===== src/rtl/bpu_gshare_btb.sv =====
// Branch prediction unit: gshare/bimodal PHT of saturating counters plus a direct-mapped tagged BTB.
// Lookup is combinational from the fetch PC; training arrives from EX and lands on the next posedge.
module bpu_gshare_btb #(
  parameter int unsigned XLEN      = 32,
  parameter int unsigned GHR_W     = 4,
  parameter int unsigned PHT_IDX_W = 8,
  parameter int unsigned CNT_W     = 2,
  parameter int unsigned BTB_IDX_W = 4,
  parameter int unsigned MODE      = 1,
  localparam int unsigned GHR_PW   = (GHR_W > 0) ? GHR_W : 1
) (
  input  logic              clk,
  input  logic              rstn,
  input  logic [XLEN-1:0]   if_pc,
  output logic              pred_taken,
  output logic [XLEN-1:0]   pred_target,
  input  logic              upd_valid,
  input  logic [XLEN-1:0]   upd_pc,
  input  logic              upd_is_branch,
  input  logic              upd_is_jal,
  input  logic              upd_taken,
  input  logic [XLEN-1:0]   upd_target,
  input  logic              upd_mispred,
  output logic [GHR_PW-1:0] ghr,
  output logic [31:0]       stat_branches,
  output logic [31:0]       stat_mispreds
);

  localparam int unsigned PHT_N = 1 << PHT_IDX_W;
  localparam int unsigned BTB_N = 1 << BTB_IDX_W;
  localparam int unsigned TAG_W = XLEN - BTB_IDX_W - 2;
  localparam logic [CNT_W-1:0] CNT_MAX  = '1;
  localparam logic [CNT_W-1:0] CNT_INIT = CNT_W'((1 << (CNT_W - 1)) - 1);

  logic [CNT_W-1:0]  pht_q     [PHT_N];
  logic              btb_v_q   [BTB_N];
  logic [TAG_W-1:0]  btb_tag_q [BTB_N];
  logic [XLEN-1:0]   btb_tgt_q [BTB_N];
  logic              btb_u_q   [BTB_N];

  logic [GHR_PW-1:0] ghr_q, ghr_d;
  logic [31:0]       br_q, br_d;
  logic [31:0]       mis_q, mis_d;

  logic [PHT_IDX_W-1:0] ghr_x;
  logic [PHT_IDX_W-1:0] l_pidx, u_pidx;
  logic [BTB_IDX_W-1:0] l_bidx, u_bidx;
  logic [TAG_W-1:0]     l_tag, u_tag;
  logic                 l_hit;
  logic                 pht_we, btb_we;
  logic [CNT_W-1:0]     cnt_old, cnt_d;

  logic unused_pc_bits;
  assign unused_pc_bits = ^{if_pc[1:0], upd_pc[1:0]};

  // History folded into the PHT index; bimodal or zero-length history contributes nothing
  always_comb begin
    ghr_x = '0;
    if (MODE != 0 && GHR_W > 0) ghr_x = PHT_IDX_W'(ghr_q);
  end

  // Fetch-side lookup, reads pre-update state so a same-cycle update is not visible
  always_comb begin
    l_pidx      = if_pc[PHT_IDX_W+1:2] ^ ghr_x;
    l_bidx      = if_pc[BTB_IDX_W+1:2];
    l_tag       = if_pc[XLEN-1:BTB_IDX_W+2];
    l_hit       = btb_v_q[l_bidx] && (btb_tag_q[l_bidx] == l_tag);
    pred_taken  = l_hit && (btb_u_q[l_bidx] || pht_q[l_pidx][CNT_W-1]);
    pred_target = l_hit ? btb_tgt_q[l_bidx] : '0;
  end

  // EX-side training: counter step, history shift and saturating statistics
  always_comb begin
    u_pidx  = upd_pc[PHT_IDX_W+1:2] ^ ghr_x;
    u_bidx  = upd_pc[BTB_IDX_W+1:2];
    u_tag   = upd_pc[XLEN-1:BTB_IDX_W+2];
    pht_we  = upd_valid && upd_is_branch;
    btb_we  = upd_valid && upd_taken && (upd_is_branch || upd_is_jal);
    cnt_old = pht_q[u_pidx];
    cnt_d   = cnt_old;
    ghr_d   = ghr_q;
    br_d    = br_q;
    mis_d   = mis_q;
    if (pht_we) begin
      if (upd_taken && cnt_old != CNT_MAX)      cnt_d = cnt_old + CNT_W'(1);
      else if (!upd_taken && cnt_old != '0)     cnt_d = cnt_old - CNT_W'(1);
      if (GHR_W > 0) ghr_d = (ghr_q << 1) | GHR_PW'(upd_taken);
      if (br_q != '1) br_d = br_q + 32'd1;
    end
    if (upd_valid && upd_mispred && mis_q != '1) mis_d = mis_q + 32'd1;
  end

  always_ff @(posedge clk) begin
    if (!rstn) begin
      for (int unsigned i = 0; i < PHT_N; i++) pht_q[i] <= CNT_INIT;
      for (int unsigned i = 0; i < BTB_N; i++) begin
        btb_v_q[i]   <= 1'b0;
        btb_tag_q[i] <= '0;
        btb_tgt_q[i] <= '0;
        btb_u_q[i]   <= 1'b0;
      end
      ghr_q <= '0;
      br_q  <= '0;
      mis_q <= '0;
    end else begin
      if (pht_we) pht_q[u_pidx] <= cnt_d;
      if (btb_we) begin
        btb_v_q[u_bidx]   <= 1'b1;
        btb_tag_q[u_bidx] <= u_tag;
        btb_tgt_q[u_bidx] <= upd_target;
        btb_u_q[u_bidx]   <= upd_is_jal;
      end
      ghr_q <= ghr_d;
      br_q  <= br_d;
      mis_q <= mis_d;
    end
  end

  assign ghr           = ghr_q;
  assign stat_branches = br_q;
  assign stat_mispreds = mis_q;

endmodule

===== config.mk =====
export PLATFORM = sky130hd
export DESIGN_NAME = bpu_gshare_btb
export DESIGN_NICKNAME = d
export VERILOG_FILES = /design/src/rtl/bpu_gshare_btb.sv
export SDC_FILE = /design/constraint.sdc
export NUM_CORES = 2
export LEC_CHECK = 0
export CORE_MARGIN = 2
export CORE_UTILIZATION = 62
export DETAILED_ROUTE_END_ITERATION = 10
export GPL_TIMING_DRIVEN = 1
export PLACE_DENSITY = 0.86
export SETUP_SLACK_MARGIN = 0.2
export SYNTH_ARGS = -nofsm -noshare
export SYNTH_HDL_FRONTEND = slang
export SYNTH_SLANG_ARGS = --single-unit

===== constraint.sdc =====
create_clock -name clk -period 7.8 [get_ports clk]
set_input_delay 1.56 -clock clk [delete_from_list [all_inputs] [get_ports clk]]
set_output_delay 1.56 -clock clk [all_outputs]
set_load 0.1 [all_outputs]

==> metrics.txt <==
post-route ant nets 0; GRT overflow 0; Synth area leader edfxtp_1; Mean Syn Cell Area between 10 and 15 um2; ys async rst share 0%; DRC viols 0; Final Hold Fails 0; Setup crit start kind primary input; most frequent cells in the layout edfxtp_1, and2_1, nand2_1, mux4_2, nor3_1; IO Port Bufs slightly below 200; die area 0.123 mm2; clock transition at the registers of the reported paths roughly 60 ps; sequential share of the synthesized area 60.5%; library cells used by synthesis 65; Synth area leaders edfxtp_1, mux4_2, and2_1; Power Dens Cells around 220 mW/mm2; Worst slew margin between 10 and 15%; Tightest Pin Transition approximately 1300 ps; CTS Buffer Depth 3; Synth Flop Type edfxtp_1; Tmin final 7200 ps; gp weighted congestion roughly 0.84; Synth Area in Compound Gates 1.06%; Mapped Cells around 5200; vias in the first global route roughly 50000; post-route setup TNS 0 ps; global-route wire length before repair 310000 um; register bit count reported by yosys around 1500; Static Leakage around 0.027 uW; # H-tree levels 4; Avg WL per Cell approximately 30 um; worst reg-to-reg path cell count 14; Nets about 5300; routed vias a little under 50000; number of flops mapped to enable cells by yosys 1440; Synth-to-Final Area Change 11.6%; Post-Syn Nets around 5300; Peak VDD IR between 200 and 250 uV; CP max FO 26; main combinational cell family by area after synthesis simple AND/OR/NAND/NOR gates; period utilization ~90%; Core ar. ~0.12 mm2; root buffer cell clkbuf_16; unrepaired setup endpoints after global routing no; final hold slack around 460 ps; synthesized cell area between 0.07 and 0.08 mm2; DRT Wirelength about 210000 um; pre-CTS setup slack 652 ps; DR pass1 iterations 6; post-synthesis xor/xnor area fraction under 10%; post-CTS resize count 0; CP Class primary input to output pin; Max Freq between 0.1 and 0.15 GHz; # Post-CTS Setup Buffers 0; Num CTS Buffers roughly 150; Hold Crit Class flop to flop; status complete, no violations; Synth Warn # 0; CTS tree done; commonest non-fill, non-tap cell in the layout edfxtp_1; CP Capture Type output pin; share of layout cells above drive strength 1 22.8%; die span in x about 350 um; Final Skew approximately 44 ps; top-area cell type share of the netlist area 57.8%; detailed placement HPWL ~110000 um; multiplexer area fraction after synthesis ~16%; largest net degree at the start of global routing ~120; Initial Util approximately 62%; initial antenna violation count 25; WHS Path Cells 1; Total GRT Usage about a third; Final Worst Setup Slack just over 600 ps; Arr. time, crit path roughly 5600 ps; Adder-Cell Fraction of Synth Area less than 1%; CP required between 6000 and 7000 ps; Max Cap Viol 0; Starting DRT DRC Count between 8000 and 9000; hold buffer count at cts 0; post-route insts no fill approximately 7000; Max Slew Vio Count 0; Vert. Die Dim about 350 um; Clock Sinks 1540; Rows between 100 and 150; setup violators final 0; Post-Synth Simple-Gate Area between 10% and 20%; Ports 204; placed insts approximately 6600; Worst-Skew Late Latency 790 ps; drt via density ~6.9
-- where the power goes --
group | internal, uW | switching [uW] | leakage [uW]
Sequential | 9320 | 119 | 0.0140
Clock | 4000 | 3230 | 0.00237
Combinational | 655 | 1110 | 0.0105
Total | 14000 | 4460 | 0.0269
-- layer usage --
metal	part of all wire (%)	global-route usage (%)
met5	0.091	0
met4	6.0	18.7
met3	14	9.44
met2	48	55.3
met1	32	42.4
-- layout make-up --
class,count,area [um2]
timing repair buffer,351,3840
clock buffer,197,4130
multi-input combinational,3130,27500
tap,1612,2020
sequential,1540,45200
clock inverter,83,687
antenna,16,40.0
fill,7203,36300
inverter,13,48.8
-- critical path, cell delays in order --
cell and delay (ps):
buf_8 180, xnor2_4 650, buf_12 340, mux4_2 580, mux4_2 520, mux4_2 560, mux2_2 380, a21oi_1 180
o21ai_0 100, nor2b_1 240, buf_12 240
-- flip-flops by register name (all words and copies together) (netlist names) --
name,flops
ghr,4
btb_v_q,16
btb_tgt_q,512
btb_tag_q,416
btb_u_q,16
stat_mispreds,32
pht_q,512
stat_branches,32
-- path summary, 6_finish.rpt --
check	to	slack, ps	startpoint
hold reg to reg	btb_v_q[8]	460	btb_v_q[8]
setup reg to reg	pht_q[117][0]	2080	ghr[0]
hold / removal	btb_v_q[8]	460	btb_v_q[8]
setup / recovery	pred_taken	600	if_pc[2]
-- cell usage after synthesis (2+ instances only) --
master        n
a2111oi_2     2
a211oi_1      5
a21o_1       16
a21oi_1      30
a221o_1       2
a221oi_1      3
a22o_1        2
a22oi_1       2
and2_1      920
and3_1        6
and4_1        7
buf_1        36
buf_12       22
buf_2        65
buf_4        27
buf_6        10
clkbuf_1    362
dfxtp_1     100
edfxtp_1   1440
ha_1          4
inv_1        12
mux2_2        4
mux2i_1      25
mux4_2      520
nand2_1     631
nand2b_1     10
nand3_1      86
nand3_2     200
nand4_1      19
nor2_1      118
nor2b_1      40
nor3_1      293
nor4_1       15
o21ai_0      42
o21ai_1       3
o22ai_1       6
or3_1         8
xnor2_1      44
xnor2_2       2
xor2_1       43
-- cells by family after synthesis --
logic type / count (synthesis)
AOI/OAI and AO/OA: 125
xor gates and xnor gates: 92
adders and majority gates: 4
buffers and inverters: 537
DFF: 1540
muxes: 549
and+or+nand+nor: 2360
-- metrics by stage --
| step | power (uW) | utilization, % | instance area, um2 |
|---|---|---|---|
| detailed placement | 11300 | 65.6 | 78600 |
| CTS | 18400 | 69.7 | 83500 |
| floorplan | 10800 | - | 74800 |
| global placement | 11200 | 65.6 | 78600 |
| finish | 18400 | 69.7 | 83500 |
| global route | 18800 | 69.7 | 83500 |
Power figures use the tool's default switching activity.
